==> config.mk <==
export PLATFORM = sky130hd
export DESIGN_NAME = fetch_sequencer
export DESIGN_NICKNAME = d
export VERILOG_FILES = /design/src/rtl/fetch_sequencer.sv
export SDC_FILE = /design/constraint.sdc
export NUM_CORES = 1
export LEC_CHECK = 0
export CORE_MARGIN = 2
export CORE_UTILIZATION = 40
export CTS_CLUSTER_SIZE = 25
export DETAILED_ROUTE_END_ITERATION = 10
export HOLD_SLACK_MARGIN = 0.02
export PLACE_DENSITY = 0.83
export SETUP_SLACK_MARGIN = 0.2
export SLEW_MARGIN = 10
export SYNTH_ARGS = -nofsm -noshare
export SYNTH_HDL_FRONTEND = slang
export SYNTH_SLANG_ARGS = --single-unit
==> constraint.sdc <==
create_clock -name clk -period 6.7 [get_ports clk]
set_input_delay 1.34 -clock clk [delete_from_list [all_inputs] [get_ports clk]]
set_output_delay 1.34 -clock clk [all_outputs]
set_load 0.05 [all_outputs]
==> src/rtl/fetch_sequencer.sv <==
// Fetch controller: sequences PC loads and a single-outstanding instruction-memory
// request, and presents each fetched instruction to decode exactly once.
module fetch_sequencer #(
    parameter int                    ADDR_WIDTH  = 24,
    parameter int                    INSTR_WIDTH = 32,
    parameter logic [ADDR_WIDTH-1:0] TRAP_VECTOR = 24'h000100
) (
    input  logic                   clk,
    input  logic                   reset,
    input  logic [ADDR_WIDTH-1:0]  pc_cur,
    input  logic [ADDR_WIDTH-1:0]  pc_plus4,
    output logic                   pc_load_en,
    output logic [ADDR_WIDTH-1:0]  pc_next,
    output logic                   imem_req,
    output logic [ADDR_WIDTH-1:0]  imem_addr,
    input  logic                   imem_ack,
    input  logic [INSTR_WIDTH-1:0] imem_rdata,
    output logic                   instr_valid,
    output logic [INSTR_WIDTH-1:0] instr,
    output logic [ADDR_WIDTH-1:0]  instr_pc,
    input  logic                   instr_ready,
    input  logic                   redirect_valid,
    input  logic [ADDR_WIDTH-1:0]  redirect_addr,
    input  logic                   trap
);

    typedef enum logic [1:0] {
        ST_IDLE = 2'd0,
        ST_REQ  = 2'd1,
        ST_HOLD = 2'd2,
        ST_KILL = 2'd3
    } state_t;

    state_t                   state_q,       state_d;
    logic                     imem_req_q,    imem_req_d;
    logic                     instr_valid_q, instr_valid_d;
    logic [ADDR_WIDTH-1:0]    imem_addr_q,   imem_addr_d;
    logic [INSTR_WIDTH-1:0]   instr_q,       instr_d;
    logic [ADDR_WIDTH-1:0]    instr_pc_q,    instr_pc_d;

    logic                     flush_s;
    logic [ADDR_WIDTH-1:0]    tgt_s;
    logic                     load_s;
    logic [ADDR_WIDTH-1:0]    pc_next_s;

    // Trap outranks a redirect arriving in the same cycle.
    assign flush_s = trap | redirect_valid;
    assign tgt_s   = trap ? TRAP_VECTOR : redirect_addr;

    // Next-state, datapath and PC-load decisions.
    always_comb begin
        state_d    = state_q;
        imem_addr_d = imem_addr_q;
        instr_d    = instr_q;
        instr_pc_d = instr_pc_q;
        load_s     = 1'b0;
        pc_next_s  = pc_plus4;

        case (state_q)
            ST_IDLE: begin
                state_d     = ST_REQ;
                imem_addr_d = pc_cur;
            end
            ST_REQ: begin
                if (flush_s) begin
                    load_s    = 1'b1;
                    pc_next_s = tgt_s;
                    if (imem_ack) begin
                        imem_addr_d = tgt_s;
                        state_d     = ST_REQ;
                    end else begin
                        state_d = ST_KILL;
                    end
                end else if (imem_ack) begin
                    instr_d    = imem_rdata;
                    instr_pc_d = imem_addr_q;
                    load_s     = 1'b1;
                    pc_next_s  = pc_plus4;
                    state_d    = ST_HOLD;
                end else begin
                    state_d = ST_REQ;
                end
            end
            ST_HOLD: begin
                if (flush_s) begin
                    load_s      = 1'b1;
                    pc_next_s   = tgt_s;
                    imem_addr_d = tgt_s;
                    state_d     = ST_REQ;
                end else if (instr_ready) begin
                    imem_addr_d = pc_cur;
                    state_d     = ST_REQ;
                end else begin
                    state_d = ST_HOLD;
                end
            end
            ST_KILL: begin
                // The stale request must still complete; the PC already holds the target.
                if (flush_s) begin
                    load_s    = 1'b1;
                    pc_next_s = tgt_s;
                    if (imem_ack) begin
                        imem_addr_d = tgt_s;
                        state_d     = ST_REQ;
                    end else begin
                        state_d = ST_KILL;
                    end
                end else if (imem_ack) begin
                    imem_addr_d = pc_cur;
                    state_d     = ST_REQ;
                end else begin
                    state_d = ST_KILL;
                end
            end
            default: begin
                state_d = ST_IDLE;
            end
        endcase

        imem_req_d    = (state_d == ST_REQ) || (state_d == ST_KILL);
        instr_valid_d = (state_d == ST_HOLD);
    end

    // State and output registers.
    always_ff @(posedge clk or posedge reset) begin
        if (reset) begin
            state_q       <= ST_IDLE;
            imem_req_q    <= 1'b0;
            instr_valid_q <= 1'b0;
            imem_addr_q   <= '0;
            instr_q       <= '0;
            instr_pc_q    <= '0;
        end else begin
            state_q       <= state_d;
            imem_req_q    <= imem_req_d;
            instr_valid_q <= instr_valid_d;
            imem_addr_q   <= imem_addr_d;
            instr_q       <= instr_d;
            instr_pc_q    <= instr_pc_d;
        end
    end

    assign pc_load_en  = load_s & ~reset;
    assign pc_next     = pc_next_s;
    assign imem_req    = imem_req_q;
    assign imem_addr   = imem_addr_q;
    assign instr_valid = instr_valid_q;
    assign instr       = instr_q;
    assign instr_pc    = instr_pc_q;

endmodule

; Yosys cells after proc, flatten, opt, wreduce, memory -nomap -nowiden
; Cells that the tools add are included.
[word_totals]
word_cells = 45
inputBits = 110
reg_bits = 84
out_inout_bits = 107
[classes]
bitwise = 4
n_eq_ne = 9
n_reduce_logical = 6
muxes = 20
[op_table]
columns = cell, n
row1 = $mux W24, 9
row2 = $pmux W24 S4, 1
row3 = $mux W2, 5
row4 = $eq A2 B2 Y1 const B, 4
row5 = $pmux W2 S4, 1
row6 = $ne A3 B3 Y1 const B, 2
row7 = $reduce_and A3 Y1, 2
row8 = $eq A2 B1 Y1 const B, 2
row9 = $mux W1, 3
row10 = $reduce_or A3 Y1, 1
row11 = $logic_not A2 Y1, 1
row12 = $ne A2 B2 Y1 const B, 1
row13 = $not A1 Y1, 2
row14 = $pmux W1 S2, 1
row15 = $reduce_or A2 Y1, 1
row16 = $and A1 B1 Y1, 1
row17 = $logic_or A1 B1 Y1, 1
row18 = $or A1 B1 Y1, 1

; Depth between registers and ports, before layout
; Gate-level depths: netlist of the first run.
[logic_depth]
word_depth = 5
ltp_mapped = 6
depth_no_buf = 4

; Least setup slack after synthesis of the first run
; Ideal clock, no wire load.
[synth_path]
kind = input -> output
start = in trap
end = out pc_next[10]
n_path_buf = 3
arrival_ns = 3.211
cell_stages = 6
setup_slack_ns = 2.149
required_time_ns = 5.360
path_cell_list = buf_2 -> inv_1 -> buf_2 -> clkbuf_1 -> nand2_1 -> o21ai_0
[synth_between]
elab_chain_cells = 3
elab_cells_between_ends = 4
classes_between = 3 x mux / 1 x bitwise
[synth_rtl]
columns = element, line
row1 = from (decl), 24  ; input logic trap
row2 = $mux W24 / $or A1 B1 Y1 (equally long branches), "48, 47"
row3 = $mux W24 *, "85, 99"
row4 = $mux W24 *, n/a
row5 = to (decl), 13  ; output logic [ADDR_WIDTH-1:0] pc_next,
; Every way passes the cells marked *; elsewhere a longest branch is shown, timed or not.

; Worst setup path in the final report of the first run
[layout_path]
start = in redirect_valid
end = out pc_next[17]
[layout_between]
elab_chain_cells = 3
[layout_rtl]
columns = element, line
row1 = from (decl), 22  ; input logic redirect_valid,
row2 = $or A1 B1 Y1, 47  ; assign flush_s = trap | redirect_valid;
row3 = $mux W24, "85, 99"
row4 = $mux W24, n/a
; No other way between the ends.

==> results of run 1 <==
[layout by cell type, fill, tap and decap left out, types with 7 or more instances in the layout]
cell / Yosys / final
clkbuf_8: 0 / 11
nand2_1: 47 / 47
o2bb2ai_1: 20 / 20
mux2_2: 17 / 17
dfrtp_1: 83 / 83
a32oi_1: 20 / 20
clkdlybuf4s50_1: 0 / 216
mux2_1: 40 / 40
o21ai_0: 26 / 26
nor2_1: 7 / 7
[cell families after synthesis]
group	synth area share (%)
muxes	16.5
DFF	52.7
buffers and inverters	4.86
xor gates and xnor gates	0.222
and+or+nand+nor	9.36
AOI/OAI and AO/OA	16.3
[state kept, by name, summed over array words and instances, names as in the netlist]
| signal | cells |
|---|---|
| instr | 32 |
| instr_valid | 1 |
| imem_addr | 24 |
| state_q | 1 |
| instr_pc | 24 |
| imem_req | 1 |
[stage by stage]
| step | cells | setup WS [ns] |
|---|---|---|
| 6_report | 682 | 1.19 |
| 5_1_grt | 682 | 1.10 |
| 4_1_cts | 682 | 1.21 |
| 3_5_place_dp | 667 | 1.23 |
| 3_3_place_gp | 667 | 1.29 |
| 2_1_floorplan | 340 | 2.15 |
[where the power goes]
group / total (mW) / internal, mW / switching (mW)
sequential: 0.703 / 0.630 / 0.0730
clock: 0.363 / 0.192 / 0.171
combinational: 1.07 / 0.385 / 0.688
[worst max-delay path by stage]
stage	startpoint	end	slack (ns)	cells past startpoint
6_report	redirect_valid	pc_next[17]	1.19	6
4_1_cts	redirect_valid	pc_next[17]	1.21	6
3_3_place_gp	redirect_valid	pc_next[17]	1.29	6
5_1_grt	redirect_valid	pc_next[17]	1.10	6
3_5_place_dp	redirect_valid	pc_next[17]	1.23	6
2_1_floorplan	trap	pc_next[10]	2.15	6
[worst register-to-register path, stage by stage, from the launching register on]
cell and delay (ns):
dfrtp_1 0.66, nor2b_2 0.28, nand2_1 0.12, nor2_4 0.69
buf_4 0.50, mux2_1 0.39
[routing by layer]
metal,up-vias,GRT usage (%),wire length (µm)
met1,1681,26.0,4750
li1,1658,-,-
met5,-,0,0
met4,0,9.62,309
met3,24,7.80,997
met2,136,34.2,5610
[layout make-up]
| type | instances | area, µm² | share of cell area [%] |
|---|---|---|---|
| Clock buffer | 12 | 155 | 2.44 |
| Sequential cell | 83 | 2080 | 32.7 |
| Inverter | 6 | 23.8 | 0.374 |
| Multi-Input combinational cell | 224 | 1680 | 26.5 |
| Timing Repair Buffer | 221 | 2200 | 34.6 |
| Tap cell | 133 | 166 | 2.62 |
| Clock inverter | 3 | 46.3 | 0.729 |
==> run metrics, run 1 <==
status completed; CTS Buf Count 9; Fmax achieved 182 MHz; Largest stage delay, worst path 0.70 ns; class of the worst hold path register to register; FF-to-FF setup slack 3.95 ns; asr flop ratio synth 100%; FF-to-FF Start imem_req; n_diodes 0; DR iter-0 viols 93; Initial Util 40.7%; critical-path maximum fanout 31; Clock Path Buffers 2; EDFF count, synth 0; final clock skew 0.00852 ns; Fin Setup TNS 0 ns; Leak 2.58 nW; minimum clock period 5.51 ns; dominant synthesized flop cell dfrtp_1; filler instances 789; number of port buffers 216; largest cells by area after synthesis dfrtp_1 (53%), mux2_1 (11%), mux2_2 (4.9%); CTS Sinks 83; drt total wl 11700 µm; synth warn 0; # IOs 217; peak supply drop 0.207 mV; drt drc 0; crit path capture type output pin; ANT nets after route 0; sequential-to-total area share from yosys stat 52.7%; full die area 10700 µm²; cell area after synthesis 3940 µm²; Slew @ Worst Pin 1.14 ns; r2r endpoint instr[5]; GPL Wtd Cong 0.827; dpl hpwl 8630 µm; most numerous cell in the Yosys netlist dfrtp_1; vias in the first global route 3473; drt wl/cell 17.1 µm; initial antenna violation count 0; Worst path top cell family by delay buffers and inverters; Distinct cells, synth 43; via count 3499; maxcap violations 0; CTS resizes 0; Post-DP Area 6150 µm²; total track usage 21.4%; H-tree depth 3; Final Setup Violations 0; Via density 5.13; CTS tree yes; Slew Viols, Final 0; syn_area_per_cell 11.6 µm²; Critical Path AT 4.17 ns; #FFs+latches synth 83; area leader, netlist dfrtp_1; RSZ-0062 raised after global routing no; final core occ 65.6%; period utilization 82.2%; Gate Count Post-Synth 340; CP max stage cell clkdlybuf4s50_1; total power 2.14 mW; relative slew slack 24.2%; Synth top area share 52.7%; setup bufs post-CTS 0; Finished Cell Area 6350 µm²; area grow syn2layout 61.1%; Post-synth top cells dfrtp_1 (83), nand2_1 (47), mux2_1 (40); Fin. Hold Viols 0; Power Density 337 nW/µm²; WHS Path Cells 1; CP Launch Type input port; Worst-Skew Late Latency 0.34 ns; die height 103 µm; worst hold endpoint instr_pc[20]; grt ovf 0; nets@finish 655; Reg2Reg Depth 5; Root Buffer clkbuf_8; Post-CTS Hold Fix Bufs 0; Min Hold Slack 0.484 ns; CORE AREA 9680 µm²; worst-path cell chain clkdlybuf4s50_1, or2_1, o21ai_2, buf_4, mux2_2, clkdlybuf4s50_1; Syn Nets 450; Worst EP required 5.36 ns; fraction of layout instances using a drive strength above 1 8.38%; hold path start instr_pc[20]; Crit Path Category input port to output pin; row count 36; largest net degree at the start of global routing 84; Reg clk slew, reported paths 0.07 ns; DR pass1 iterations 4; Buf/Inv on CP 3; die width 103 µm; first-pass GRT wire length 17400 µm; Crit path top cell by count clkdlybuf4s50_1
(Power assumes the default switching activity.)
==> run 2: changes to the inputs <==
Settings changed: CORE_UTILIZATION 40 to 39, PLACE_DENSITY 0.83 to 0.81.
Clock period 6.7 ns to 5.11 ns, I/O delays scaled along.
==> run 2 against run 1 <==
Compared with the run above:
- critical path depth unchanged
- sequential share of layout area increased by 0.058 points
- clock skew increased by 0.0034 ns
- first-iteration DRC count increased by 99%
- highest routed layer unchanged
- combinational power increased by 32%
- via count increased by 2.4%
==> run metrics, run 2 (synthesis results as in run 1) <==
status completed; Via density 5.24; drt drc 0; setup bufs post-CTS 0; post-place setup slack 0.558 ns; Power Density 438 nW/µm²; commonest non-fill, non-tap cell in the layout clkdlybuf4s50_1; worst-path cell chain clkdlybuf4s50_1, or2_1, o21ai_4, nand2_1, o21ai_0, clkdlybuf4s50_1; Largest stage delay, worst path 0.85 ns; fraction of layout instances using a drive strength above 1 9.98%; CTS resizes 0; Initial Util 40.3%; first-pass GRT wire length 20300 µm; peak supply drop 0.369 mV; relative slew slack 23.3%; DR iter-0 viols 185; number of port buffers 216; NetSw 1.25 mW; PnR worst setup slack 0.533 ns; drt total wl 12600 µm; CP max stage cell clkdlybuf4s50_1; die height 105 µm; Root Buffer clkbuf_8; crit path capture type output pin; minimum clock period 4.58 ns; Fin. Hold Viols 0; DR pass1 iterations 4; initial antenna violation count 0; area grow syn2layout 60.9%; CP Launch Type input port; Fmax achieved 219 MHz; row count 36; Power Internal 1.52 mW; H-tree depth 3; RSZ-0062 raised after global routing no; via count 3583; CTS Buf Count 9; full die area 10900 µm²; clock group share of total power 15.6%; total track usage 23.6%; Reg clk slew, reported paths 0.07 ns; maxcap violations 0; Clock Path Buffers 2; part of the power in registers 33.5%; n_diodes 0; Worst EP required 4.09 ns; Buf/Inv on CP 2; class of the worst hold path register to register; dpl hpwl 9380 µm; drt wl/cell 18.3 µm; Worst path top cell family by delay buffers and inverters; GPL Wtd Cong 0.840; Fin Setup TNS 0 ns; CTS tree yes; # IOs 217; Crit path top cell by count clkdlybuf4s50_1; period utilization 89.6%; CORE AREA 9770 µm²; area of the multi-input gates 1690 µm²; switching share of power 45.2%; Critical Path AT 3.55 ns; Comb pwr share 50.9%; register area 2080 µm²; max FFs per register 32; Slew @ Worst Pin 1.15 ns; ANT nets after route 0; Final Setup Violations 0; critical-path maximum fanout 45; Slew Viols, Final 0; die width 105 µm; Crit Path Category input port to output pin; Worst-Skew Late Latency 0.35 ns; most frequent cells in the layout clkdlybuf4s50_1 (210), dfrtp_1 (83), nand2_1 (47), mux2_1 (40), o21ai_0 (26); final clock skew 0.0119 ns; Post-CTS Hold Fix Bufs 0; CTS Sinks 83; vias in the first global route 3826; largest net degree at the start of global routing 56; grt ovf 0; nets@finish 656; Leak 2.59 nW; filler instances 783
run 2: cell count changes in the layout (fill, tap and decap cells not counted):
cell / before / now
clkdlybuf4s50_1: 216 / 210
clkbuf_8: 11 / 10
o21ai_2: 2 / 1
clkinv_4: 0 / 1
o21ai_4: 0 / 1
clkinv_2: 1 / 4
buf_12: 0 / 1
clkbuf_1: 1 / 0
bufinv_16: 1 / 0
buf_4: 5 / 11
run 2: stage by stage:
stage               cells  power, mW  util, %  instance area, µm²  hold slack [ns]
floorplan             340       1.81        -                3940            0.663
global placement      668       2.33     63.0                6160            0.467
detailed placement    668       2.36     63.0                6160            0.475
CTS                   684       2.80     64.9                6340            0.495
global route          684       2.89     64.9                6340            0.504
finish                684       2.77     64.9                6340            0.488
run 2: cell type report:
class                           instances  share of cell area [%]
Sequential cell                        83                    32.8
Clock inverter                          6                   0.632
Tap cell                              133                    2.62
Timing Repair Buffer                  222                    34.8
Inverter                                6                   0.375
Multi-Input combinational cell        224                    26.7
Clock buffer                           10                    2.17
run 2: path summary, 6_finish.rpt:
check	start	slack [ns]	to	depth (start not counted)
min reg2reg	instr_pc[15]	0.49	instr_pc[15]	1
max	trap	0.53	pc_next[6]	6
max in group asynchronous	reset	2.97	imem_addr[19]	3
min in group asynchronous	reset	1.20	imem_req	2
min	instr_pc[15]	0.49	instr_pc[15]	1
max reg2reg	imem_req	2.64	instr[0]	5
run 2: layer usage:
| metal | GRT usage, % | wire length (µm) | vias to the layer above |
|---|---|---|---|
| li1 | - | - | 1662 |
| met1 | 27.5 | 4930 | 1751 |
| met2 | 39.9 | 6190 | 143 |
| met3 | 7.08 | 1040 | 27 |
| met4 | 10.4 | 395 | 0 |
| met5 | 0 | 0 | - |
run 2: power by group through the flow:
stage               logic (mW)  clock network [mW]  registers, mW
floorplan                0.280                   0           1.53
global placement          1.40                   0          0.926
detailed placement        1.42                   0          0.940
CTS                       1.42               0.445          0.930
global route              1.47               0.472          0.952
finish                    1.41               0.433          0.928
